## src/rtl/audio_pkg.sv

```systemverilog
// Shared types and constants for the audio capture/playback blocks.
package audio_pkg;

    localparam int AUDIO_DATA_W   = 8;
    localparam int AUDIO_ADDR_W   = 8;
    localparam int AUDIO_MIDSCALE = 128;

    typedef enum logic [1:0] {
        IDLE,
        ARMED,
        RECORD,
        DONE
    } rec_state_t;

endpackage

```

## src/rtl/audio_recorder_if.sv

```systemverilog
// Sample-stream, control and read-port bundle for the audio recorder.
interface audio_recorder_if #(
    parameter int ADDR_W = audio_pkg::AUDIO_ADDR_W,
    parameter int DATA_W = audio_pkg::AUDIO_DATA_W
);

    logic              ena;
    logic [DATA_W-1:0] audio_in;
    logic              start;
    logic              stop;
    logic              busy;
    logic              done;
    logic [ADDR_W:0]   length;
    logic [ADDR_W-1:0] rd_addr;
    logic [DATA_W-1:0] rd_data;

    modport master (
        output ena, audio_in, start, stop, rd_addr,
        input  busy, done, length, rd_data
    );

    modport slave (
        input  ena, audio_in, start, stop, rd_addr,
        output busy, done, length, rd_data
    );

endinterface

```

## src/rtl/audio_ram.sv

```systemverilog
// Simple dual-port sample RAM: synchronous write, registered read-before-write read.
module audio_ram
    import audio_pkg::*;
#(
    parameter int ADDR_W = AUDIO_ADDR_W,
    parameter int DATA_W = AUDIO_DATA_W
) (
    input  logic              clk,
    input  logic              rst_n,
    input  logic              we,
    input  logic [ADDR_W-1:0] wr_addr,
    input  logic [DATA_W-1:0] wr_data,
    input  logic [ADDR_W-1:0] rd_addr,
    output logic [DATA_W-1:0] rd_data
);

    logic [DATA_W-1:0] mem [0:(1<<ADDR_W)-1];
    logic [DATA_W-1:0] rd_data_d;
    logic [DATA_W-1:0] rd_data_q;

    // NOTE: the array has no reset so it maps onto block RAM; only the output register is reset.
    always_ff @(posedge clk) begin
        if (we) begin
            mem[wr_addr] <= wr_data;
        end
    end

    always_comb begin
        rd_data_d = mem[rd_addr];
    end

    // NOTE: non-blocking updates make a same-edge read return the pre-write word.
    always_ff @(posedge clk or negedge rst_n) begin
        if (!rst_n) begin
            rd_data_q <= '0;
        end else begin
            rd_data_q <= rd_data_d;
        end
    end

    assign rd_data = rd_data_q;

endmodule

```

## src/rtl/audio_recorder.sv

```systemverilog
// Triggered audio capture: waits for a sample beyond THRESH from midscale, then fills the RAM.
module audio_recorder
    import audio_pkg::*;
#(
    parameter int ADDR_W = AUDIO_ADDR_W,
    parameter int DATA_W = AUDIO_DATA_W,
    parameter int THRESH = 16
) (
    input  logic           clk,
    input  logic           rst_n,
    audio_recorder_if.slave bus
);

    localparam logic [DATA_W-1:0] MID      = {1'b1, {(DATA_W-1){1'b0}}};
    localparam logic [DATA_W:0]   THRESH_V = THRESH[DATA_W:0];
    localparam logic [ADDR_W:0]   LAST     = {1'b0, {ADDR_W{1'b1}}};
    localparam logic [ADDR_W:0]   LEN_ONE  = {{ADDR_W{1'b0}}, 1'b1};

    rec_state_t        state_d, state_q;
    logic [ADDR_W:0]   length_d, length_q;
    logic [DATA_W:0]   mag;
    logic              trigger;
    logic              wr_en;
    logic [ADDR_W-1:0] wr_addr;

    always_comb begin
        if (bus.audio_in >= MID) begin
            mag = {1'b0, bus.audio_in - MID};
        end else begin
            mag = {1'b0, MID - bus.audio_in};
        end
        trigger = bus.ena && (mag >= THRESH_V);
    end

    // NOTE: every output gets a default first so no path through the case infers a latch.
    always_comb begin
        state_d  = state_q;
        length_d = length_q;
        wr_en    = 1'b0;
        wr_addr  = length_q[ADDR_W-1:0];
        case (state_q)
            IDLE, DONE: begin
                if (bus.start && !bus.stop) begin
                    state_d  = ARMED;
                    length_d = '0;
                end
            end
            ARMED: begin
                if (trigger) begin
                    wr_en    = 1'b1;
                    wr_addr  = '0;
                    length_d = LEN_ONE;
                    state_d  = bus.stop ? DONE : RECORD;
                end else if (bus.stop) begin
                    state_d = DONE;
                end
            end
            RECORD: begin
                if (bus.ena) begin
                    wr_en    = 1'b1;
                    length_d = length_q + LEN_ONE;
                end
                // The final slot closes the capture on the same edge it is written.
                if (bus.stop || (bus.ena && length_q == LAST)) begin
                    state_d = DONE;
                end
            end
            default: state_d = IDLE;
        endcase
    end

    always_ff @(posedge clk or negedge rst_n) begin
        if (!rst_n) begin
            state_q  <= IDLE;
            length_q <= '0;
        end else begin
            state_q  <= state_d;
            length_q <= length_d;
        end
    end

    audio_ram #(
        .ADDR_W (ADDR_W),
        .DATA_W (DATA_W)
    ) u_ram (
        .clk     (clk),
        .rst_n   (rst_n),
        .we      (wr_en),
        .wr_addr (wr_addr),
        .wr_data (bus.audio_in),
        .rd_addr (bus.rd_addr),
        .rd_data (bus.rd_data)
    );

    assign bus.busy   = (state_q == ARMED) || (state_q == RECORD);
    assign bus.done   = (state_q == DONE);
    assign bus.length = length_q;

endmodule

```

## src/flat_wrapper.sv

```systemverilog
// flat-port wrapper written by rule: the top's interface ports become plain ports
module audio_recorder_flat import audio_pkg::*;
#(
    parameter int ADDR_W = AUDIO_ADDR_W,
    parameter int DATA_W = AUDIO_DATA_W,
    parameter int THRESH = 16
)
  (clk, rst_n, bus_ena, bus_audio_in, bus_start, bus_stop, bus_rd_addr, bus_busy, bus_done, bus_length, bus_rd_data);
  audio_recorder_if #(.ADDR_W(ADDR_W), .DATA_W(DATA_W)) bus_i ();
  input  logic clk;
  input  logic rst_n;
  input wire logic [$bits(bus_i.ena)-1:0] bus_ena;
  input wire logic [$bits(bus_i.audio_in)-1:0] bus_audio_in;
  input wire logic [$bits(bus_i.start)-1:0] bus_start;
  input wire logic [$bits(bus_i.stop)-1:0] bus_stop;
  input wire logic [$bits(bus_i.rd_addr)-1:0] bus_rd_addr;
  output wire logic [$bits(bus_i.busy)-1:0] bus_busy;
  output wire logic [$bits(bus_i.done)-1:0] bus_done;
  output wire logic [$bits(bus_i.length)-1:0] bus_length;
  output wire logic [$bits(bus_i.rd_data)-1:0] bus_rd_data;
  assign bus_i.ena = bus_ena;
  assign bus_i.audio_in = bus_audio_in;
  assign bus_i.start = bus_start;
  assign bus_i.stop = bus_stop;
  assign bus_i.rd_addr = bus_rd_addr;
  assign bus_busy = bus_i.busy;
  assign bus_done = bus_i.done;
  assign bus_length = bus_i.length;
  assign bus_rd_data = bus_i.rd_data;
  audio_recorder #(.ADDR_W(ADDR_W), .DATA_W(DATA_W), .THRESH(THRESH)) u_core (.clk(clk), .rst_n(rst_n), .bus(bus_i));
endmodule
```

## config.mk

```make
export PLATFORM = sky130hd
export DESIGN_NAME = audio_recorder_flat
export DESIGN_NICKNAME = d
export VERILOG_FILES = /design/src/rtl/audio_pkg.sv /design/src/rtl/audio_recorder_if.sv /design/src/rtl/audio_ram.sv /design/src/rtl/audio_recorder.sv /design/src/flat_wrapper.sv
export SDC_FILE = /design/constraint.sdc
export NUM_CORES = 2
export LEC_CHECK = 0
export BUFFER_PORTS_ARGS = -buffer_cell sky130_fd_sc_hd__buf_2
export CORE_MARGIN = 3
export CORE_UTILIZATION = 30
export DETAILED_ROUTE_END_ITERATION = 8
export GPL_TIMING_DRIVEN = 0
export PLACE_DENSITY = 0.55
export SETUP_SLACK_MARGIN = 0.05
export SLEW_MARGIN = 40
export SYNTH_ARGS = -nofsm -noshare
export SYNTH_HDL_FRONTEND = slang
export SYNTH_SLANG_ARGS = --single-unit
```

## constraint.sdc

```tcl
create_clock -name clk -period 3.7 [get_ports clk]
set_input_delay 0.185 -clock clk [delete_from_list [all_inputs] [get_ports clk]]
set_output_delay 0.185 -clock clk [all_outputs]
set_load 0.1 [all_outputs]
```

# Word-level counts from Yosys, hierarchy flattened
# Memories as Yosys holds them, arrays and structs flattened. A register that Yosys moved wholly into a read port is not among the register bits.
# Cells that the tools add are included.
[classes]
add_sub_neg = 3
muxes = 18
eq_ne = 9
magnitude_cmp = 2
n_reduce_logical = 11
[ops]
columns = ["cell", "n"]
rows = [
  ["two-way mux 9 bit", 3],
  ["case mux 9 bit (3 select lines)", 1],
  ["two-way mux 8 bit", 3],
  ["adder 9 x 1 -> 9 bit (second input constant)", 1],
  ["== test 9 x 8 -> 1 bit (second input constant)", 1],
  ["greater-or-equal comparator 8 x 5 -> 1 bit (second input constant)", 1],
  ["greater-or-equal comparator 8 bit (second input constant)", 1],
  ["two-way mux 2 bit", 4],
  ["subtractor 8 bit (first input constant)", 1],
  ["subtractor 8 bit (second input constant)", 1],
  ["!= test 2 x 1 -> 1 bit (second input constant)", 3],
  ["case mux 2 bit (3 select lines)", 1],
  ["AND reduction 3 bit", 2],
  ["two-way mux 1 bit", 5],
  ["== test 2 bit (second input constant)", 2],
  ["logical AND 1 bit", 3],
  ["!= test 3 x 2 -> 1 bit (second input constant)", 1],
  ["== test 2 x 1 -> 1 bit (second input constant)", 1],
  ["zero test 1 bit", 2],
  ["zero test 2 bit", 1],
  ["logical OR 1 bit", 2],
  ["!= test 2 bit (second input constant)", 1],
  ["case mux 1 bit (2 select lines)", 1],
  ["OR reduction 2 bit", 1],
]
[totals]
register_bits = 11
output_inout_bits = 19
mem_count = 1
ramBits = 2048
[mem_list]
columns = ["name", "words", "word_bits", "read_ports", "rd_clocked_by_memory_dff", "wr", "line_no", "rtl"]
rows = [
  ["u_core.u_ram.mem", 256, 8, 1, 1, 1, "audio_ram.sv:17", "logic [DATA_W-1:0] mem [0:(1<<ADDR_W)-1];"],
]

# Depth between registers and ports, before layout
[logic_depth]
word_depth = 8
depth_mapped = 11
mapped_depth_nobuf = 10

# Hierarchy
# From an unflattened synthesis, not the netlist that was laid out.
[hier_totals]
cells_unflattened = 3885
hier_area_um2 = 80872.6
[modules_own_cells]
columns = ["module", "area_per_inst_um2", "seq_area_each_um2", "cells_each", "instances"]
rows = [
  ["audio_ram", 80038.0, 61699.2, 3795, 1],
  ["audio_recorder", 834.6, 275.3, 90, 1],
]

# Least setup slack after synthesis
# No wires, ideal clock.
[synth_path]
kind = "reg2reg"
start = "register u_core.length_q[6] (netlist: u_core.bus.length[6])"
end = "memory u_core.u_ram.mem[198][0] (netlist name), enable pin"
path_slack_ps = 878
period_less_slack_ps = 2822
arrival_time_ps = 2452
path_stages_with_launch = 6
path_buffers = 2
path_cell_list = "dfrtp_1 clkbuf_1 nor3b_1 nand3_1 clkbuf_1 nor2_1"
[synth_between]
elab_chain_cells = 2
[synth_rtl]
columns = ["element", "line_no", "rtl"]
rows = [
  ["from (decl)", "audio_recorder.sv:20", "logic [ADDR_W:0] length_d, length_q;"],
  ["from (signal assigned)", "audio_recorder.sv:78", "length_q <= length_d;"],
  ["two-way mux 8 bit", "audio_recorder.sv:49", "if (trigger) begin"],
  ["two-way mux 8 bit *", "audio_recorder.sv:41", "case (state_q)"],
  ["to (decl)", "audio_ram.sv:17", ""],
]
# Mark *: on every way between the ends. The rest lies on a longest branch, timed or not.

==> impl_metrics.yaml <==
route:
  viasPerCell: 5.45
  first_pass_iters: 8
  wirelength_um: 269000
  detail_route.iter0.violations: 6441
  route.detailed.drc: 0
  dr_total_vias: 42551
  routedWlPerCell_um: 34.4
  ant_nets: 0
global_route:
  antenna_found_initial: 18
  grt_pass1_vias: 41396
  grt_pass1_wl_um: 360000
  top_usage_layer: "met2"
  grt_use_met3: 0.0435
  use_met2: 0.301
  overflow: 0
  grt_util_met1: 0.257
  grt_usage: 0.192
  grt_start_max_net_pins: 103
power:
  leakagePower_uw: 0.0290
  ir_drop_mv: 0.451
  power_density_mw_per_mm2: 536
floorplan:
  dieArea_sq_mm: 0.274
  fp.dieH_um: 523
  initial_core_util: 0.302
  design.core.area_sq_mm: 0.266
  io_pins: 40
  die_w_um: 523
  num_rows: 189
sta:
  setup_slack_ps: -124
  worst_pin_slew_ps: 1000
  setup_viol: 28
  whs_ps: -3.20
  fmax_mhz: 262
  rsz0062_at_grt: "true"
  post-route-period-util: 1.03
  slew_viol_final: 0
  fin_worst_skew_ps: 50.1
  finalHoldViolations: 1
  layout_min_cycle_time_ps: 3820
  maxSlewHeadroom: 0.333
final_layout:
  final_cell_area_sq_mm: 0.0949
  layout-drive-gt1-share: 0.314
  nFillCells: 24455
  area_delta_synth_final_pct: 18.1
  layout.nets: 4113
outcome:
  violations: "negative hold slack, negative setup slack"
  status: "finished, violations left"
clocking:
  htreeDepth: 4
  cts_tree: "built"
  clockBufferDepth: 3
  cts-root-buf: "clkbuf_16"
  cts_buffers: 213
  clk_latency_ps: 860
  clk_pin_slew_ps: 60
  cts.sinks: 2067
logic_synthesis:
  synthArstFlopShare: 0.00919
  synth_nets: 3785
  ys_seq_area_frac: 0.772
  synthDistinctLibCells: 62
  synth_edf_count: 2048
  synth.avg_cell_area_sq_um: 21.4
  synth_cells: 3759
  synth_area_sq_mm: 0.0803
  ys_ff_latch: 2067
  synthFlopType: "edfxtp_1"
  ys_warn_count: 0
place:
  port_buffers: 35
  place_congestion: 0.973
  pre_cts_slack_ps: -1580
  dp_hpwl_um: 180000
  detailed_place.area_sq_mm: 0.0866
worst_setup_path:
  crit_arrival_ps: 4520
  crit_fanout: 10
  endpoint_kind: "flip-flop"
  required_ps: 4390
  cp-start-kind: "input pin"
  critPathKind: "in -> reg"
worst_hold_path:
  hp-class: "in -> reg"
job:
  maxCapViolCount: 0
## cell families after synthesis
family,synth area share
flip-flops,0.772
AND/OR/NAND/NOR,0.0252
adder cells (fa/ha/maj),0.000779
AO/OA/AOI/OAI,0.0327
buffers and inverters,0.0168
multiplexers,0.153
## cells in the mapped netlist (23+ instances only)
cell type	instances	area, sq um
o22ai_1	34	213
buf_6	29	327
a22o_1	27	236
a221oi_1	34	298
a21oi_1	63	315
o221ai_1	55	482
nor2_1	288	1080
clkbuf_1	100	375
edfxtp_1	2048	61500
buf_4	25	188
mux4_2	475	10700
a22oi_1	50	375
nand2_1	61	229
buf_2	42	210
mux2i_1	144	1440
o21ai_0	32	160
nand3_1	23	115
## final timing paths
path / endpoint / depth (start not counted) / start / slack, ps
worst max-delay path: u_core.u_ram.rd_data[4] / 10 / bus_rd_addr[1] / -120
worst min-delay path: u_core.u_ram.mem[255][6] / 3 / bus_audio_in[6] / -3
worst max register to register: u_core.u_ram.mem[112][2] / 8 / u_core.state_q[1] / -20
worst min register to register: u_core.bus.length[8] / 2 / u_core.bus.length[8] / 510
max in group asynchronous: u_core.u_ram.rd_data[0] / 4 / rst_n / 3190
min in group asynchronous: u_core.bus.length[8] / 4 / rst_n / 340
## timing repair
item	in CTS	in global routing
hold buffers	34	4
endpoints found under the setup margin	1875	460
resized for setup	138	40
setup buffers	2	0
pin swaps	1	0
hold endpoints to repair	631	128
## flip-flops by register name, indices dropped and copies added, names as in the netlist
register / count
u_core.u_ram.mem: 2048
u_core.state_q: 2
u_core.bus.length: 9
u_core.u_ram.rd_data: 8
## placed cells by master (no fill, tap or decap), drive strengths merged, types with 14 or more instances in the layout
cell type       n
a211oi         14
a21oi          64
a221oi         34
a22o           27
a22oi          50
buf           219
bufinv         16
clkbuf        362
clkinv        108
dfrtp          19
dlygate4sd3    21
edfxtp       2048
inv            15
mux2i         144
mux4          475
nand2          61
nand3          23
nor2          288
o21ai          32
o221ai         55
o22ai          34
## area by class of cell
type                    instances  area (sq um)  share of cell area
clock buffers                 264          5570              0.0587
clock inverters               134          1260              0.0133
repair buffers                113          1930              0.0203
well taps                    3533          4420              0.0466
inverters                      10          37.5            0.000396
plain buffers                 225          1500              0.0158
flip-flops and latches       2067         62000               0.653
multi-input cells            1457         18200               0.192
diodes                         11          27.5            0.000290
## critical path: stages
cell and delay, ps:
buf_4 280, buf_2 600, buf_4 430, clkbuf_2 380
buf_16 210, mux4_2 320, a221oi_1 750, o32ai_1 380
a211oi_1 720, nor4_4 170
## metal layers
metal / part of all wire / routed length, um
met1: 0.39 / 106000
met2: 0.47 / 125000
met3: 0.092 / 24800
met4: 0.049 / 13200
met5: 0.000048 / 13
## metrics by stage
step,utilization,std cells,hold slack (ps),total power [uW],TNS (ps)
global placement,0.319,7327,241,29900,-
CTS,0.356,7799,-239,51000,-82.9
detailed placement,0.326,7365,251,30000,-2121410
global route,0.357,7808,10.0,52100,-1480
finish,0.357,7814,-3.20,50900,-461
floorplan,-,3759,-111,28100,0
## report_power, final
part / switching, uW / internal (uW)
Combinational: 2760 / 1170
Clock: 9290 / 11800
Sequential: 54.3 / 25800
Power figures use the tool's default switching activity.
